--- src/rtl/alu_sevenseg_pkg.sv ---
// Shared opcodes and the hex 7-segment glyph table for the ALU display block.
package alu_sevenseg_pkg;

  localparam int unsigned NIB_W = 4;
  localparam int unsigned SEG_W = 7;

  localparam logic [1:0] OP_ADD = 2'b00;
  localparam logic [1:0] OP_OR  = 2'b01;
  localparam logic [1:0] OP_SUB = 2'b10;
  localparam logic [1:0] OP_XOR = 2'b11;

  // Active-high {a,b,c,d,e,f,g} patterns, seg[6] = a; C and E kept distinct
  localparam logic [SEG_W-1:0] SEG_TABLE [16] = '{
    7'h7E, 7'h30, 7'h6D, 7'h79, 7'h33, 7'h5B, 7'h5F, 7'h70,
    7'h7F, 7'h7B, 7'h77, 7'h1F, 7'h4E, 7'h3D, 7'h4F, 7'h47
  };

  // Nibble to active-high segment pattern
  function automatic logic [SEG_W-1:0] hex_seg(input logic [NIB_W-1:0] nib);
    return SEG_TABLE[nib];
  endfunction

endpackage

--- src/rtl/hex_to_sevenseg.sv ---
// Combinational nibble to active-high 7-segment decoder; polarity is applied by the caller.
module hex_to_sevenseg
  import alu_sevenseg_pkg::*;
(
  input  logic [NIB_W-1:0] nib,
  output logic [SEG_W-1:0] seg_c
);

  // Table lookup of the glyph for one hex digit
  always_comb begin
    seg_c = hex_seg(nib);
  end

endmodule

--- src/rtl/alu_sevenseg_scan.sv ---
// Registered ALU whose held result is scanned, one nibble per digit, onto a
// multiplexed hex 7-segment display.
module alu_sevenseg_scan
  import alu_sevenseg_pkg::*;
#(
  parameter int unsigned WIDTH          = 8,
  parameter int unsigned REFRESH_DIV    = 1000,
  parameter bit          SEG_ACTIVE_LOW = 1'b1,
  localparam int unsigned NDIG          = WIDTH / 4
) (
  input  logic             clk,
  input  logic             rst,
  input  logic             in_valid,
  input  logic [WIDTH-1:0] A,
  input  logic [WIDTH-1:0] B,
  input  logic [1:0]       opcode,
  input  logic             en,
  output logic [WIDTH-1:0] result,
  output logic             carry,
  output logic             zero,
  output logic             result_valid,
  output logic [6:0]       seg,
  output logic [NDIG-1:0]  an
);

  localparam int unsigned PRE_W = (REFRESH_DIV > 1) ? $clog2(REFRESH_DIV) : 1;
  localparam int unsigned IDX_W = (NDIG > 1) ? $clog2(NDIG) : 1;
  localparam logic [PRE_W-1:0] PRE_LAST = PRE_W'(REFRESH_DIV - 1);
  localparam logic [IDX_W-1:0] IDX_LAST = IDX_W'(NDIG - 1);
  localparam logic [SEG_W-1:0] SEG_OFF  = SEG_ACTIVE_LOW ? 7'h7F : 7'h00;
  localparam logic [NDIG-1:0]  AN_OFF   = {NDIG{SEG_ACTIVE_LOW}};

  logic [WIDTH-1:0] result_q, result_d;
  logic             carry_q, carry_d;
  logic             zero_q, zero_d;
  logic             rv_q, rv_d;
  logic [PRE_W-1:0] presc_q, presc_d;
  logic [IDX_W-1:0] idx_q, idx_d;
  logic [SEG_W-1:0] seg_q, seg_d;
  logic [NDIG-1:0]  an_q, an_d;

  logic [WIDTH:0]   alu_wide_c;
  logic [NIB_W-1:0] nib_c;
  logic [SEG_W-1:0] seg_ah_c;
  logic [NDIG-1:0]  an_ah_c;

  // ALU: one extra bit so add carry-out and sub borrow fall out of bit WIDTH
  always_comb begin
    result_d = result_q;
    carry_d  = carry_q;
    zero_d   = zero_q;
    rv_d     = 1'b0;
    case (opcode)
      OP_ADD:  alu_wide_c = {1'b0, A} + {1'b0, B};
      OP_SUB:  alu_wide_c = {1'b0, A} - {1'b0, B};
      OP_OR:   alu_wide_c = {1'b0, A | B};
      default: alu_wide_c = {1'b0, A ^ B};
    endcase
    if (in_valid) begin
      result_d = alu_wide_c[WIDTH-1:0];
      carry_d  = alu_wide_c[WIDTH];
      zero_d   = (alu_wide_c[WIDTH-1:0] == '0);
      rv_d     = 1'b1;
    end
  end

  // Free-running prescaler and digit index; independent of en
  always_comb begin
    presc_d = presc_q + PRE_W'(1);
    idx_d   = idx_q;
    if (presc_q == PRE_LAST) begin
      presc_d = '0;
      idx_d   = (idx_q == IDX_LAST) ? '0 : idx_q + IDX_W'(1);
    end
  end

  // Select the nibble and digit enable for the current index
  always_comb begin
    nib_c   = '0;
    an_ah_c = '0;
    for (int unsigned i = 0; i < NDIG; i++) begin
      if (idx_q == IDX_W'(i)) begin
        nib_c      = result_q[4*i +: 4];
        an_ah_c[i] = en;
      end
    end
  end

  hex_to_sevenseg u_hex (
    .nib   (nib_c),
    .seg_c (seg_ah_c)
  );

  // Blanking and pin polarity ahead of the output registers
  always_comb begin
    seg_d = en ? seg_ah_c : '0;
    an_d  = an_ah_c;
    if (SEG_ACTIVE_LOW) begin
      seg_d = ~seg_d;
      an_d  = ~an_d;
    end
  end

  // State and output registers; seg and an share an edge so digits never glitch
  always_ff @(posedge clk) begin
    if (rst) begin
      result_q <= '0;
      carry_q  <= 1'b0;
      zero_q   <= 1'b1;
      rv_q     <= 1'b0;
      presc_q  <= '0;
      idx_q    <= '0;
      seg_q    <= SEG_OFF;
      an_q     <= AN_OFF;
    end else begin
      result_q <= result_d;
      carry_q  <= carry_d;
      zero_q   <= zero_d;
      rv_q     <= rv_d;
      presc_q  <= presc_d;
      idx_q    <= idx_d;
      seg_q    <= seg_d;
      an_q     <= an_d;
    end
  end

  assign result       = result_q;
  assign carry        = carry_q;
  assign zero         = zero_q;
  assign result_valid = rv_q;
  assign seg          = seg_q;
  assign an           = an_q;

endmodule
--- config.mk ---
export PLATFORM = sky130hd
export DESIGN_NAME = alu_sevenseg_scan
export DESIGN_NICKNAME = d
export VERILOG_FILES = /design/src/rtl/alu_sevenseg_pkg.sv /design/src/rtl/hex_to_sevenseg.sv /design/src/rtl/alu_sevenseg_scan.sv
export SDC_FILE = /design/constraint.sdc
export NUM_CORES = 1
export LEC_CHECK = 0
export CELL_PAD_IN_SITES_DETAIL_PLACEMENT = 1
export CELL_PAD_IN_SITES_GLOBAL_PLACEMENT = 1
export CORE_MARGIN = 8
export CORE_UTILIZATION = 35
export DETAILED_ROUTE_END_ITERATION = 16
export DONT_BUFFER_PORTS = 1
export GPL_TIMING_DRIVEN = 0
export PLACE_DENSITY_LB_ADDON = 0.1
export SLEW_MARGIN = 0
export SYNTH_ARGS = -nofsm -noshare
export SYNTH_HDL_FRONTEND = slang
export SYNTH_SLANG_ARGS = --single-unit
--- constraint.sdc ---
create_clock -name clk -period 3.9 [get_ports clk]
set_input_delay 0.78 -clock clk [delete_from_list [all_inputs] [get_ports clk]]
set_output_delay 0.78 -clock clk [all_outputs]
set_load 0.01 [all_outputs]
---- Word level (Yosys, flattened, before mapping) ----
Memory sizes are Yosys's and may differ from the RTL's.
Cells that the tools add are included.
W data, S select, Z words.
word-level totals
  bits in registers ....................... 31
  memory bits (read-only) ................. 112
  input bits .............................. 22
  logic and storage cells ................. 34
  memories kept ........................... 1
memories
  name              depth  bits a word  rd ports  clocked after Yosys merged registers in  wr ports  line                    source
  (name not given)  16     7            1         0                                        0         alu_sevenseg_pkg.sv:20  return SEG_TABLE[nib];
cells by class
  $add $sub $neg .......................... 4
  order comparisons ....................... 1
  equal/unequal tests ..................... 3
  muxes and demuxes ....................... 9
  bitwise gates (word level) .............. 5
  reductions and logical operators ........ 3
operator list
  cell                     number
  $pmux W9 S3              1
  $mux W7                  3
  $add A10 B1 Y10 const B  1
  $eq A10 B10 Y1 const B   1
  $add A8 B8 Y9            1
  $sub A8 B8 Y9            1
  $logic_not A8 Y1         1
  $or A8 B8 Y8             1
  $xor A8 B8 Y8            1
  $not A7 Y7               1
  $ge A5 B5 Y1 const B     1
  $not A4 Y5               1
  $mux W1                  4
  $mux W4                  1
  $eq A2 B1 Y1 const B     1
  $eq A2 B2 Y1 const B     1
  $logic_not A2 Y1         1
  $not A2 Y2               1
  $reduce_or A2 Y1         1
  $add A1 B1 Y1 const B    1

---- Depth between registers and ports, before layout ----
  word-level depth ........................ 7
  depth in mapped cells ................... 12
  depth with buffers taken out ............ 12

---- By module ----
From an unflattened synthesis, not the netlist that was laid out.
second synthesis, totals
  cell total of the unflattened synthesis .. 279
  area total of the unflattened synthesis .. 2313.5 sq um
by module, submodules not included
  module             times used  cells an instance  area each (sq um)
  alu_sevenseg_scan  1           246                2026.9
  hex_to_sevenseg    1           33                 286.5

---- Worst setup path after synthesis ----
OpenSTA, ideal clock, no wires.
  path type ............................... input port to flip-flop
  start point ............................. in opcode[0]
  end point ............................... reg zero_q (netlist: zero)
  setup time .............................. 0.126 ns
  arrival ................................. 2.920 ns
  required time ........................... 3.774 ns
  setup slack ............................. 0.854 ns
  stages on the path ...................... 12
  buffers on the path ..................... 2
  path through ............................ buf_2 > buf_2 > nand2b_1 > nor2_1 > a21oi_1 > fa_1 > a211oi_2 > nor2_1 > or4_1 > o311a_1 > nand4_1 > o31ai_1
on the way
  word-level cells in the longest chain between the ends .. 3
  elaborated cells on any way between the ends .. 5
  those cells by class .................... eq/ne (2); mux (1); reduce/logical (2)
ends and longest elaborated chain
  item                                  line                      source
  start, declared                       alu_sevenseg_scan.sv:16   input logic [1:0] opcode,
  $eq A2 B1 Y1 (tied with other cells)  alu_sevenseg_scan.sv:53   case (opcode)
  $pmux W9 S3 *                         alu_sevenseg_scan.sv:53
  $logic_not A8 Y1 *                    alu_sevenseg_scan.sv:62   zero_d = (alu_wide_c[WIDTH-1:0] == '0);
  end signal, assigned                  alu_sevenseg_scan.sv:118  zero_q <= zero_d;
  end, declared                         alu_sevenseg_scan.sv:35   logic zero_q, zero_d;
Every way passes the cells marked *; elsewhere a longest branch is shown, timed or not.
A chain may end at the register's enable or synchronous reset.

---- Worst setup path after layout ----
  start point ............................. in opcode[0]
  end point ............................... reg result_q[7] (netlist: result[7])
on the way
  word-level cells in the longest chain between the ends .. 2
  elaborated cells on any way between the ends .. 4
  those cells by class .................... eq/ne (2); mux (1); reduce/logical (1)
ends and longest elaborated chain
  item                                  line                      source
  $eq A2 B1 Y1 (tied with other cells)  alu_sevenseg_scan.sv:53
  $pmux W9 S3 *                         alu_sevenseg_scan.sv:53
  end signal, assigned                  alu_sevenseg_scan.sv:116  result_q <= result_d;
  end, declared                         alu_sevenseg_scan.sv:33   logic [WIDTH-1:0] result_q, result_d;
Marked as above.

==> run summary <==
Summed over all instances, the cell type with the most area after synthesis is sky130_fd_sc_hd__dfxtp_1. The worst reg-to-reg path cell count is 6. The count of synthesis-stage warnings from yosys came out at 0. met2 is the most crowded layer. The proportion of synthesized flip-flops having asynchronous set or reset is 0%. Summed over all layers, the routed wires come to 5.35 mm. Synthesis produced 269 cells. The area growth from synthesis to layout is 8.94%, and the leakage power figure is 0.00101 uW. In this run the count of I/O pins placed on the die edge is 42. Ranked by instance count, the synthesized netlist is headed by 32 x sky130_fd_sc_hd__nor2_1, 31 x sky130_fd_sc_hd__dfxtp_1, 25 x sky130_fd_sc_hd__inv_1. The start-to-end type of the worst setup path is in2reg. The cell area that synthesis handed to floorplanning was 2200 um2. The net count of the finished layout is 323. Using the TritonRoute via totals, the vias-per-cell ratio works out to 5.21. In this run the worst setup path terminates at result[7]. The die boundary width came out at 95.2 um.

The number of flip-flops and latches in the synthesized netlist came out at 31. The total number of vias is 1,843, and the global-route congestion overflow total is 0. Setup repair after global routing left no endpoint under its margin.

The worst path in the final design needs a cycle of 3.15 ns, including I/O delays and setup. The tools report the remaining number of nets flagged by the antenna check after routing as 0. At the pin with the least slew margin, the transition time is 0.554 ns. Entering global routing, the biggest net connects 11 pins. Clock skew on the completed layout was measured at 0.00642 ns.

After the first detailed-routing iteration, the DRC count stood at 61. Mean instance size in the synthesized netlist: 8.17 um2. The layout has 772 filler cells.

In this run the critical register-to-register path is launched from idx_q. The logs give 0 for the post-CTS setup-driven buffer insertion count and 4 for the length of the first detailed-routing pass in iterations. Clock-pin slew was measured on the worst setup and hold paths at 0.06 ns.

Counting distinct cell types in the post-synthesis netlist gives 49. The tools report the global-route met2 utilization as 22.2%. Final-layout setup total negative slack: 0 ns. The routed length per placed instance is 15.1 um.

The vertical die dimension came out at 95.2 um. The first global-routing pass estimated 8.89 mm of wire. In this run the biggest area consumer among cell types represents 28.2% of the synthesized area. In this run the worst setup path begins at opcode[0].

In the synthesized netlist the dominant register cell turns out to be sky130_fd_sc_hd__dfxtp_1. STA classifies the critical path endpoint as a flop. The number of antenna violations at the first check in global routing is 0, and the number of flops mapped to enable cells by yosys is 0. The run gives 0.776 as the placer congestion estimate.

The run gives 4.12 ns as the data required time of the worst path. The run gives 2 as the deepest level of the CTS H-tree. TritonCTS built the clock tree. The reg2reg setup slack was 1.79 ns.

The floorplan step defined a core boundary enclosing 6200 um2. The initial standard-cell utilization of the core is 35.4%, and the power per cell area is 359 nW/um2. The worst register-to-register path ends at seg[3].

The final period utilization is 80.8%. In this run the worst hold path is classified as reg2reg. For the worst setup path, the data arrival time is 3.37 ns.

The depth of the worst hold-timing path works out to 1. Ranked by total cell area, the synthesized netlist is headed by sky130_fd_sc_hd__dfxtp_1 28%, sky130_fd_sc_hd__ha_1 14%, sky130_fd_sc_hd__nor2_1 5.5%. The placed cell count is 346, and the worst max-slew margin expressed relative to the limit is 62.0%. The tree is rooted in a sky130_fd_sc_hd__clkbuf_8.

Global routing used 13.5% of the available met1 tracks. The number of gates resized after CTS is 0, and the max-capacitance violation count is 0. 0 antenna diodes ended up in the layout. At the later pin of the worst-skew pair, clock insertion delay measures 0.28 ns. Global routing consumed, on the met3 layer, 3.23% of the routing resources. The total track usage was 12.3%. STA classifies the critical path startpoint as an input port.

Share of final-layout standard cells stronger than drive strength 1: 8.66%. The number of remaining DRC errors was 0; the net count after synthesis was 316. For the number of clock buffers inserted by TritonCTS, the log shows 5. The via count of the first global-routing pass was 1,870; the sequential share of the synthesized area was 28.2%. The run gives 317 MHz as the upper clock frequency limit. The total count of hold-check failures in the final report is 0, and the largest fanout on the critical path is 10. The maximum resistive drop on vdd was 206 uV; the count of input and output buffers was 0.

The count of hold buffers inserted by post-cts repair is 0, and the max-slew violation count is 0. In the post-synthesis netlist, the cell with the most instances is sky130_fd_sc_hd__nor2_1. After floorplanning, the core was divided into 29 placement rows. The post-route non-filler standard cell count is 354.

Setup violations remaining at the end of the flow were counted as 0. The tools report the placed wire-length estimate as 4.39 mm. Number of sinks driven by the clock tree: 31. The die covers 9070 um2. Maximum clock path buffer count: 2.

The run finished with clean final reports.
## cell usage in the layout, fill, tap and decap left out, drive strengths merged, types with 3 or more instances in the layout
master	Yosys	final
nor2	32	32
dfxtp	31	31
inv	25	25
ha	24	24
nand2	22	22
a21oi	13	13
clkbuf	5	13
nor3	12	12
o21ai	12	12
xnor2	10	10
mux2i	8	8
nand2b	6	6
nand3	6	6
a211oi	6	6
xor2	5	5
buf	5	5
nand4	4	4
o221ai	4	4
o31ai	4	4
nor2b	3	3
mux2	3	3
o211ai	3	3
o31a	3	3
## through the flow
step / hold slack [ns] / utilization (%) / worst slack, ns / instance area [um2] / total power (uW)
after floorplan: 0.418 / - / 0.854 / 2200 / 542
after global placement: 0.434 / 37.0 / 0.437 / 2290 / 590
after detailed placement: 0.444 / 37.0 / 0.393 / 2290 / 593
after CTS: 0.466 / 38.6 / 0.699 / 2390 / 876
after global routing: 0.480 / 38.6 / 0.511 / 2390 / 913
final: 0.454 / 38.6 / 0.748 / 2390 / 859
## routing by layer
metal	wire length, um	up-vias
met2	2610	33
li1	-	952
met4	76	0
met3	316	5
met5	0	-
met1	2350	853
## critical path, stage by stage
cell	delay, ns
sky130_fd_sc_hd__buf_2	0.20
sky130_fd_sc_hd__buf_2	0.26
sky130_fd_sc_hd__nand2b_1	0.29
sky130_fd_sc_hd__nor2_1	0.07
sky130_fd_sc_hd__a21oi_1	0.23
sky130_fd_sc_hd__ha_1	0.27
sky130_fd_sc_hd__nor2b_1	0.14
sky130_fd_sc_hd__o31a_1	0.29
sky130_fd_sc_hd__o31a_1	0.25
sky130_fd_sc_hd__a211oi_1	0.36
sky130_fd_sc_hd__mux2i_1	0.13
sky130_fd_sc_hd__nor2_1	0.09
## flip-flops by register name (all words and copies together), names as in the netlist
signal	flops
an	2
carry	1
idx_q	1
presc_q	10
result	8
result_valid	1
seg	7
zero	1
## worst min path at each step
stage | startpoint | endpoint | slack (ns)
after CTS | presc_q[0] | presc_q[0] | 0.47
after global routing | presc_q[0] | presc_q[0] | 0.48
after detailed placement | presc_q[0] | presc_q[0] | 0.44
final | presc_q[0] | presc_q[0] | 0.45
after global placement | presc_q[0] | presc_q[0] | 0.43
after floorplan | presc_q[0] | presc_q[0] | 0.42
## cells by family (layout without fill, tap and decap cells)
group / after synthesis / count (layout) / synth area share, %
XOR/XNOR: 15 / 15 / 5.98
buffers and inverters: 35 / 43 / 6.38
AND/OR/NAND/NOR: 95 / 95 / 20.4
multiplexers: 12 / 12 / 6.78
AO/OA/AOI/OAI: 56 / 56 / 17.6
flip-flops: 31 / 31 / 28.2
adder cells (fa/ha/maj): 25 / 25 / 14.6
## where the power goes
part	switching, uW	internal (uW)
logic	126	95.0
registers	25.0	337
clock network	116	161
## final cells by class
cell class              count  area (um2)  area share (%)
clock buffers               8         100            4.18
multi-input cells         203        1440            60.0
plain buffers              10        46.3            1.93
well taps                  77        96.3            4.03
flip-flops and latches     31         621            25.9
inverters                  25        93.8            3.92
Note: power is estimated with default switching activity, not from simulation.
